[src/rtl/modu_exp_ctrl.sv]
// Modular exponentiation sequencer: result = base^exponent mod modulus by
// left-to-right square-and-multiply, driving an external modular multiplier.
module modu_exp_ctrl #(
  parameter int unsigned NLEN = 32,
  parameter int unsigned ELEN = 32
) (
  input  logic            clk,
  input  logic            rst_n,
  input  logic            strobe,
  input  logic [NLEN-1:0] base,
  input  logic [ELEN-1:0] exponent,
  input  logic [NLEN-1:0] modulus,
  output logic [NLEN-1:0] result,
  output logic            ready,
  output logic            busy,
  output logic            err,
  output logic            mul_strobe,
  output logic [NLEN-1:0] mul_x,
  output logic [NLEN-1:0] mul_y,
  output logic [NLEN-1:0] mul_m,
  input  logic [NLEN-1:0] mul_p,
  input  logic            mul_ready
);

  localparam int unsigned IW = (ELEN > 1) ? $clog2(ELEN) : 1;

  typedef enum logic [3:0] {
    S_IDLE,
    S_REDUCE,
    S_REDUCE_W,
    S_SQR,
    S_SQR_W,
    S_MUL,
    S_MUL_W,
    S_NEXT,
    S_DONE
  } state_e;

  state_e          state_q;
  logic [NLEN-1:0] b_q;
  logic [ELEN-1:0] e_q;
  logic [NLEN-1:0] r_q;
  logic [IW-1:0]   i_q;
  logic            first_q;
  logic [NLEN-1:0] result_q;
  logic            ready_q;
  logic            busy_q;
  logic            err_q;
  logic            mul_strobe_q;
  logic [NLEN-1:0] mul_x_q;
  logic [NLEN-1:0] mul_y_q;
  logic [NLEN-1:0] mul_m_q;
  logic            mul_done;

  // A *_W state never accepts mul_ready in its first cycle: the multiplier may
  // still be showing the level-ready of the previous operation there.
  assign mul_done = mul_ready && !first_q;

  // Multiplier operands are loaded on the transition into an issue state, so
  // mul_strobe is high while the FSM sits in REDUCE/SQR/MUL.
  always_ff @(posedge clk or negedge rst_n) begin
    if (!rst_n) begin
      state_q      <= S_IDLE;
      b_q          <= '0;
      e_q          <= '0;
      r_q          <= '0;
      i_q          <= '0;
      first_q      <= 1'b0;
      result_q     <= '0;
      ready_q      <= 1'b0;
      busy_q       <= 1'b0;
      err_q        <= 1'b0;
      mul_strobe_q <= 1'b0;
      mul_x_q      <= '0;
      mul_y_q      <= '0;
      mul_m_q      <= '0;
    end else begin
      mul_strobe_q <= 1'b0;
      ready_q      <= 1'b0;
      case (state_q)
        S_IDLE: begin
          if (strobe) begin
            b_q     <= base;
            e_q     <= exponent;
            mul_m_q <= modulus;
            i_q     <= IW'(ELEN - 1);
            busy_q  <= 1'b1;
            err_q   <= 1'b0;
            if (modulus == '0) begin
              r_q     <= '0;
              state_q <= S_DONE;
            end else begin
              r_q          <= (modulus == NLEN'(1)) ? '0 : NLEN'(1);
              mul_x_q      <= base;
              mul_y_q      <= NLEN'(1);
              mul_strobe_q <= 1'b1;
              state_q      <= S_REDUCE;
            end
          end
        end
        S_REDUCE: begin
          first_q <= 1'b1;
          state_q <= S_REDUCE_W;
        end
        S_REDUCE_W: begin
          first_q <= 1'b0;
          if (mul_done) begin
            b_q          <= mul_p;
            mul_x_q      <= r_q;
            mul_y_q      <= r_q;
            mul_strobe_q <= 1'b1;
            state_q      <= S_SQR;
          end
        end
        S_SQR: begin
          first_q <= 1'b1;
          state_q <= S_SQR_W;
        end
        S_SQR_W: begin
          first_q <= 1'b0;
          if (mul_done) begin
            r_q <= mul_p;
            if (e_q[i_q]) begin
              mul_x_q      <= mul_p;
              mul_y_q      <= b_q;
              mul_strobe_q <= 1'b1;
              state_q      <= S_MUL;
            end else begin
              state_q <= S_NEXT;
            end
          end
        end
        S_MUL: begin
          first_q <= 1'b1;
          state_q <= S_MUL_W;
        end
        S_MUL_W: begin
          first_q <= 1'b0;
          if (mul_done) begin
            r_q     <= mul_p;
            state_q <= S_NEXT;
          end
        end
        S_NEXT: begin
          if (i_q == '0) begin
            state_q <= S_DONE;
          end else begin
            i_q          <= i_q - IW'(1);
            mul_x_q      <= r_q;
            mul_y_q      <= r_q;
            mul_strobe_q <= 1'b1;
            state_q      <= S_SQR;
          end
        end
        S_DONE: begin
          result_q <= r_q;
          ready_q  <= 1'b1;
          busy_q   <= 1'b0;
          err_q    <= (mul_m_q == '0);
          state_q  <= S_IDLE;
        end
        default: state_q <= S_IDLE;
      endcase
    end
  end

  assign result     = result_q;
  assign ready      = ready_q;
  assign busy       = busy_q;
  assign err        = err_q;
  assign mul_strobe = mul_strobe_q;
  assign mul_x      = mul_x_q;
  assign mul_y      = mul_y_q;
  assign mul_m      = mul_m_q;

endmodule

[config.mk]
export PLATFORM = sky130hd
export DESIGN_NAME = modu_exp_ctrl
export DESIGN_NICKNAME = d
export VERILOG_FILES = /design/src/rtl/modu_exp_ctrl.sv
export SDC_FILE = /design/constraint.sdc
export NUM_CORES = 1
export LEC_CHECK = 0
export ABC_AREA = 1
export CAP_MARGIN = 10
export CORE_MARGIN = 5
export CORE_UTILIZATION = 54
export CTS_CLUSTER_DIAMETER = 60
export DETAILED_ROUTE_END_ITERATION = 12
export PLACE_DENSITY = 0.83
export SETUP_SLACK_MARGIN = 0.1
export SLEW_MARGIN = 20
export SYNTH_ARGS = -nofsm -noshare
export SYNTH_HDL_FRONTEND = slang
export SYNTH_SLANG_ARGS = --single-unit
[constraint.sdc]
create_clock -name clk -period 2.5 [get_ports clk]
set_input_delay 0.5 -clock clk [delete_from_list [all_inputs] [get_ports clk]]
set_output_delay 0.5 -clock clk [all_outputs]
set_load 0.05 [all_outputs]
# ---- Yosys cells after proc, flatten, opt, wreduce, memory -nomap -nowiden
# Cells that the tools add are included.
dict set report totals {
  regBits 238
  in_bits 132
  out_inout_bits 132
  word_cells 100
}
dict set report classes {
  n_addsub 1
  n_lt_le_gt_ge 1
  n_eq_ne 17
  n_mux 45
  n_reduce_logical 22
}
# operator n
set op_table {}
lappend op_table {{32-bit two-way mux} 13}
lappend op_table {{32-bit case mux with 4 select lines} 2}
lappend op_table {{32-bit case mux with 2 select lines} 2}
lappend op_table {{32-bit logical NOT} 2}
lappend op_table {{32-bit by 1-bit == test with 1-bit output (second input constant)} 1}
lappend op_table {{4-bit case mux with 8 select lines} 1}
lappend op_table {{4-bit two-way mux} 6}
lappend op_table {{4-bit by 3-bit == test with 1-bit output (second input constant)} 4}
lappend op_table {{2-bit inequality test (second input constant)} 7}
lappend op_table {{1-bit two-way mux} 12}
lappend op_table {{5-bit two-way mux} 2}
lappend op_table {{5-bit case mux with 2 select lines} 1}
lappend op_table {{2-bit nonzero test} 5}
lappend op_table {{3-bit AND reduction} 3}
lappend op_table {{4-bit by 2-bit == test with 1-bit output (second input constant)} 2}
lappend op_table {{7-bit AND reduction} 1}
lappend op_table {{5-bit by 6-bit < comparator with 1-bit output (second input constant)} 1}
lappend op_table {{1-bit case mux with 2 select lines} 3}
lappend op_table {{3-bit OR reduction} 2}
lappend op_table {{1-bit binary-select mux with 5-bit select} 1}
lappend op_table {{5-bit logical NOT} 1}
lappend op_table {{5-bit by 1-bit subtractor with 5-bit output (second input constant)} 1}
lappend op_table {{4-bit by 1-bit == test with 1-bit output (second input constant)} 1}
lappend op_table {{4-bit == test (second input constant)} 1}
lappend op_table {{other kinds (10)} 11}

# ---- Depth between registers and ports, before layout
# Gate-level depths: netlist (run 1).
dict set report depth {
  depth_word 5
  mapped_depth 13
  mapped_depth_nobuf 12
}

# ---- Worst setup path after synthesis (run 1)
# OpenSTA, ideal clock, no wires.
dict set report synth_timing {
  path_type {flip-flop to flip-flop}
  from {register i_q[1]}
  to {register mul_x_q[0], in the netlist mul_x[0]}
  setup_time_ps 67
  arrival_ps 1646
  required_ps 2433
  slack_ps 788
  path_stages_with_launch 12
  path_buffers 3
  period_less_slack_ps 1712
  cell_sequence {dfrtp_1 > buf_2 > inv_2 > ha_1 > nand3_1 > nand2_1 > nand2_1 > nor2_1 > buf_2 > buf_2 > nand3_1 > nand2_1}
}
dict set report synth_via {
  elab_chain_len 4
  word_cells_on_any_way 6
  cone_classes {eq/ne (2); mux (2); reduce/logical (2)}
}
# element line_no
set synth_lines {}
lappend synth_lines {{from (decl)} 43} ;# logic [IW-1:0] i_q;
lappend synth_lines {{from (signal assigned)} 86} ;# i_q <= IW'(ELEN - 1);
lappend synth_lines {{from (signal assigned)} 148} ;# i_q <= i_q - IW'(1);
lappend synth_lines {{1-bit binary-select mux with 5-bit select} 123} ;# if (e_q[i_q]) begin
lappend synth_lines {{1-bit two-way mux (not written as such)} 123}
lappend synth_lines {{2-bit inequality test (no source line)} -}
lappend synth_lines {{7-bit AND reduction (no source line) *} -}
lappend synth_lines {{to (signal assigned)} 109} ;# mul_x_q <= r_q;
lappend synth_lines {{to (signal assigned)} 124} ;# mul_x_q <= mul_p;
lappend synth_lines {{to (signal assigned)} 149} ;# mul_x_q <= r_q;
lappend synth_lines {{to (decl)} 50} ;# logic [NLEN-1:0] mul_x_q;
# Mark *: on every way between the ends. The rest lies on a longest branch, timed or not. The select of a mux whose other input is x is not followed.
# A chain may end at the register's enable or synchronous reset.

# ---- Worst setup path in the final report (run 1)
dict set report layout_timing {
  from {register mul_m_q[28], in the netlist mul_m[28]}
  to {output port mul_m[28]}
}
# element line_no
set layout_lines {}
lappend layout_lines {{from (decl)} 52} ;# logic [NLEN-1:0] mul_m_q;
lappend layout_lines {{from (signal assigned)} 85} ;# mul_m_q <= modulus;
lappend layout_lines {{to (decl)} 20} ;# output logic [NLEN-1:0] mul_m,
# No word-level cell between the ends.

==> results.txt, run 1 <==
Synth area leader = dfrtp_1
Clock skew = 0.0174 ns
Post-layout minimum cycle time = 2.26 ns
Post-synthesis register bit count = 238
IO Port Bufs = 263
CTS tree = built
Antenna-violating nets left = 0
Worst EP arrival = 1.76 ns
CP Max Fanout = 3
RSZ-0062 raised after global routing = false
DRC Markers = 0
Required @ worst endpoint = 2.00 ns
Worst slew margin = 0.530
# resized after CTS = 0
Crit path buffers/inverters = 1
Top_reg_cell synth = dfrtp_1
Number of global-route vias before repair = 10300
Hold crit path type = reg -> reg
Fin nets = 1706
Total GRT Usage = 0.277
Layout cells sized above 1 = 0.0566
Worst-Skew Late Latency = 0.51 ns
FP Rows = 52
Global-route wire length before repair = 53.2 mm
Crit path launch type = flip-flop
Fill cells = 1506
FF/Latch Area = 0.00596 sq mm
Core box area = 0.0201 sq mm
Post-synth top area share = 0.543
Cell depth of the worst hold path = 2
Synthesized area = 0.0110 sq mm
CTS buffer count = 24
Area growth syn-to-layout = 34.2%
Max Slew Vio Count = 0
Netlist cell types = 30
Core Util, Final = 0.732
GR Overflow Total = 0
Net Count, Synth = 1466
DRT Wirelength = 33.0 mm
Critical path's slowest cell = clkdlybuf4s50_1
Crit-path max cell delay = 0.84 ns
CP endpoint = mul_m[28]
Die H = 153 um
Top Family by Delay on Critical Path = buffers and inverters
R2r setup slk = 0.45 ns
Multi-input logic area = 0.00406 sq mm
Post-synth ARST share = 1.00
Worst R2R Start = state_q[2]
CTS sink count = 238
Boundary Pins = 264
Count leader, synth = nand2_1
Max VDD drop = 0.892 mV
Routed vias/inst = 5.54
Register area share after synthesis = 0.543
Synth Instances = 1332
Root Driver = clkbuf_16
Leakage power = 6.94 nW
Largest net degree at the start of global routing = 69
Maxcap violations = 0
DP Wirelength = 22.9 mm
Largest cells by area after synthesis = dfrtp_1, nand2_1, nand3_1, o21ai_0, inv_1
Ys Warns = 0
Die ar. = 0.0233 sq mm
Postcts setup bufs = 0
Post-CTS Hold Buffers = 1
Worst-margin pin slew = 0.705 ns
Crit-path cells = clkdlybuf4s50_1
Via Count = 10300
FF-to-FF End = mul_x[22]
Antenna violations before repair = 2
H-tree lvl count = 1
Worst path depth = 1
Power Density = 1250 mW/mm^2
Drt pass-1 iters = 5
Final period util = 0.905
Starting DRT DRC Count = 890
Achievable frequency = 0.442 GHz
Hold Violations, Final = 0
Syn Area/Cell = 8.23 sq um
Worst setup EP type = output port
Initial core utilization = 0.545
Per-cell routed wire length = 17.7 um
CP startpoint = mul_m[28]
CP Class = reg -> out
R2R cell count = 10
Placer Congestion = 0.888
Status = finished clean
Die width = 153 um
Post-synth EDFFs = 0
Max clock buf depth = 3
Most instantiated cells after synthesis = nand2_1, dfrtp_1, inv_1
Final setup fails = 0
Final setup TNS = 0 ns
Clock-pin transition on the worst setup and hold timing paths = 0.06 ns
## cells by family after synthesis
group           Yosys count  synth area share
buf+inv                 241            0.0907
compound gates          251             0.138
fa+ha+maj                 2           0.00228
simple gates            600             0.226
flops                   238             0.543
## where the power goes
group          leakage, nW  total (mW)  switching (mW)  internal [mW]
logic                 3.49        9.02            6.17           2.85
clock network        0.394        3.54            1.45           2.09
registers             3.06        5.85           0.715           5.14
## registers in the layout (all words and copies together) (netlist names)
name	count
b_q	32
e_q	32
mul_m	32
mul_x	32
mul_y	32
r_q	32
result	32
i_q	5
state_q	4
busy	1
err	1
first_q	1
mul_strobe	1
ready	1
## placed cells by master, fill, tap and decap left out, types with 2 or more instances in the layout
cell type        synthesis  routed
a21oi_1                  8       8
a31oi_1                  2       2
buf_12                   0       7
buf_4                   10      26
clkbuf_1                36       5
clkbuf_16                0      25
clkbuf_8                 0       9
clkdlybuf4s50_1          0     262
clkinv_2                 0       4
dfrtp_1                238     238
diode_2                  0       2
ha_1                     2       2
inv_1                  152     151
inv_2                    6       7
nand2_1                405     403
nand2_2                  1       3
nand3_1                133     132
nand4_1                  6       6
nor2_1                  38      37
nor2_4                   0       4
nor4_1                  11      11
o211ai_1                32      32
o21a_1                   2       2
o21ai_0                131     131
o21ai_1                 10      10
o221ai_1                31      31
o22ai_1                 31      31
## area by class of cell
type                    count  area share
clock buffers              39      0.0522
clock inverters             4     0.00136
multi-input cells         853       0.276
repair buffers            297       0.203
inverters                 158      0.0403
diodes                      2    0.000340
well taps                 270      0.0230
flip-flops and latches    238       0.405
## worst register-to-register path: stages, from the launching register on
cell and delay [ns]:
dfrtp_1 0.40, nand2_1 0.19, inv_1 0.11, nand2_2 0.13, inv_1 0.14, nor2_4 0.39, buf_4 0.32, nand2_1 0.09
o221ai_1 0.10, nand2_1 0.08, nand2_1 0.06
## metrics by stage
stage	instance area [sq um]	hold WS, ns	instances	power [mW]	worst slack (ns)
finish	14700	0.471	1861	18.4	0.237
global route	14700	0.491	1861	19.5	0.195
CTS	14700	0.475	1859	18.4	0.205
detailed placement	13900	0.460	1815	14.8	0.0203
global placement	13900	0.458	1815	14.6	0.106
floorplan	11000	0.204	1332	11.8	0.788
## per-layer routing
metal | part of all wire | GRT usage
met1 | 0.40 | 0.361
met2 | 0.48 | 0.461
met3 | 0.093 | 0.0662
met5 | 0 | 0
met4 | 0.025 | 0.0887
## how the worst min path moves through the flow
stage                        from       to  slack [ns]
after global routing      e_q[10]  e_q[10]        0.49
final                     e_q[21]  e_q[21]        0.47
after CTS                 e_q[22]  e_q[22]        0.48
after floorplan             rst_n   b_q[0]        0.20
after global placement    e_q[21]  e_q[21]        0.46
after detailed placement  e_q[22]  e_q[22]        0.46
(Power assumes the default switching activity.)
==> run 2, diff against run 1 <==
--- a/config.mk
+++ b/config.mk
@@ -7,6 +7,7 @@
 export LEC_CHECK = 0
 export ABC_AREA = 1
 export CAP_MARGIN = 10
+export CORE_ASPECT_RATIO = 0.5
 export CORE_MARGIN = 5
 export CORE_UTILIZATION = 54
 export CTS_CLUSTER_DIAMETER = 60
==> run 2 against run 1 <==
Compared with the run above: sequential power is essentially flat; global-route usage is 0.54 points higher; sequential cell count stayed put.
==> results.txt, run 2 (synthesis results as in run 1) <==
Crit-path cells = clkdlybuf4s50_1
Die width = 212 um
Routed wl met3 = 2.58 mm
Max VDD drop = 0.957 mV
H-tree lvl count = 1
Hold crit path type = reg -> reg
Register share of total power = 0.313
Max Slew Vio Count = 0
Power Density = 1270 mW/mm^2
CP Max Fanout = 3
R2r setup slk = 0.37 ns
Fill cells = 1415
FF-to-FF End = mul_y[14]
Fin nets = 1701
DRC Markers = 0
CTS tree = built
Int Power = 10.3 mW
IO Port Bufs = 263
Clock power frac = 0.197
Achievable frequency = 0.441 GHz
Worst-margin pin slew = 0.785 ns
Root Driver = clkbuf_16
Worst R2R Start = i_q[0]
Clock skew = 0.0124 ns
Hold_ws = 0.476 ns
Logic pwr share = 0.490
Crit path buffers/inverters = 1
Status = finished clean
Global-route wire length before repair = 54.7 mm
Clock-pin transition on the worst setup and hold timing paths = 0.06 ns
Metal2 WL = 16.2 mm
Placer Congestion = 0.918
NetSw = 8.43 mW
Boundary Pins = 264
Largest net degree at the start of global routing = 70
Hold Violations, Final = 0
Cell depth of the worst hold path = 2
Leakage power = 6.96 nW
Core box area = 0.0197 sq mm
CTS buffer count = 22
Post-DP Area = 0.0139 sq mm
Total GRT Usage = 0.282
Hold_sp = e_q[8]
Min-Delay Endpoint = e_q[8]
Die ar. = 0.0234 sq mm
Initial core utilization = 0.556
Antenna-violating nets left = 0
Final instance area = 0.0148 sq mm
DRT Wirelength = 33.7 mm
Most common cell after layout, fill and taps aside = nand2_1
Worst slew margin = 0.477
DP Wirelength = 22.7 mm
GR Overflow Total = 0
Postcts setup bufs = 0
Crit-path max cell delay = 0.84 ns
Post-layout minimum cycle time = 2.27 ns
Per-cell routed wire length = 18.3 um
RSZ-0062 raised after global routing = false
Final setup TNS = 0 ns
Max clock buf depth = 3
CTS sink count = 238
Routed vias/inst = 5.67
CP Class = reg -> out
Critical path's slowest cell = clkdlybuf4s50_1
Met1 WL = 14.0 mm
Worst setup EP type = output port
Drt pass-1 iters = 5
Die H = 111 um
Via Count = 10500
Area growth syn-to-layout = 34.5%
R2R cell count = 12
Number of global-route vias before repair = 10600
Layout cells sized above 1 = 0.0538
Antenna violations before repair = 1
Maxcap violations = 0
Worst EP arrival = 1.77 ns
Required @ worst endpoint = 2.00 ns
Worst-Skew Late Latency = 0.51 ns
Final period util = 0.908
Final setup fails = 0
Sw frac = 0.449
FP Rows = 36
Top Family by Delay on Critical Path = buffers and inverters
Starting DRT DRC Count = 717
Highest routed layer = met4
Crit path launch type = flip-flop
Most frequent cells in the layout = nand2_1, clkdlybuf4s50_1, dfrtp_1, inv_1, nand3_1
==> run 2: timing repair <==
item / in CTS / in global routing
endpoints found under the setup margin: 0 / 38
hold buffers: 1 / 0
hold endpoints to repair: 64 / 0
gates resized for setup: 0 / 3
==> run 2: how the worst max path moves through the flow <==
stage | cells past startpoint | startpoint | end
3_5_place_dp | 12 | modulus[12] | mul_y[14]
2_1_floorplan | 11 | i_q[1] | mul_x[0]
4_1_cts | 1 | mul_y[22] | mul_y[22]
5_1_grt | 1 | mul_m[8] | mul_m[8]
6_report | 1 | mul_m[8] | mul_m[8]
3_3_place_gp | 12 | modulus[12] | mul_y[7]
==> run 2: final cells by class <==
type	count	area [sq um]	area share
diodes	1	2.50	0.000170
clock buffers	31	656	0.0444
clock inverters	7	135	0.00916
inverters	158	596	0.0404
multi-input cells	853	4050	0.275
flip-flops and latches	238	5960	0.404
well taps	266	333	0.0226
repair buffers	294	3020	0.205
==> run 2: stage by stage <==
step / worst slack, ns / total power [mW] / util / std cells
after detailed placement: 0.0829 / 15.0 / 0.707 / 1808
final: 0.230 / 18.8 / 0.748 / 1848
after global routing: 0.187 / 19.8 / 0.748 / 1848
after global placement: 0.138 / 14.7 / 0.707 / 1808
after floorplan: 0.788 / 11.8 / - / 1332
after CTS: 0.223 / 18.7 / 0.747 / 1847
==> run 2: power groups by stage <==
stage	logic, mW	clock network, mW	registers [mW]
after floorplan	4.10	0	7.67
after global placement	8.84	0	5.86
after detailed placement	9.06	0	5.90
after CTS	9.14	3.73	5.86
after global routing	9.92	3.88	6.00
final	9.19	3.70	5.87
==> run 2: metal layers <==
| metal | vias up | GRT usage |
|---|---|---|
| met5 | - | 0 |
| met4 | 0 | 0.0828 |
| met3 | 79 | 0.0520 |
| met2 | 497 | 0.465 |
| met1 | 5079 | 0.384 |
| li1 | 4829 | - |
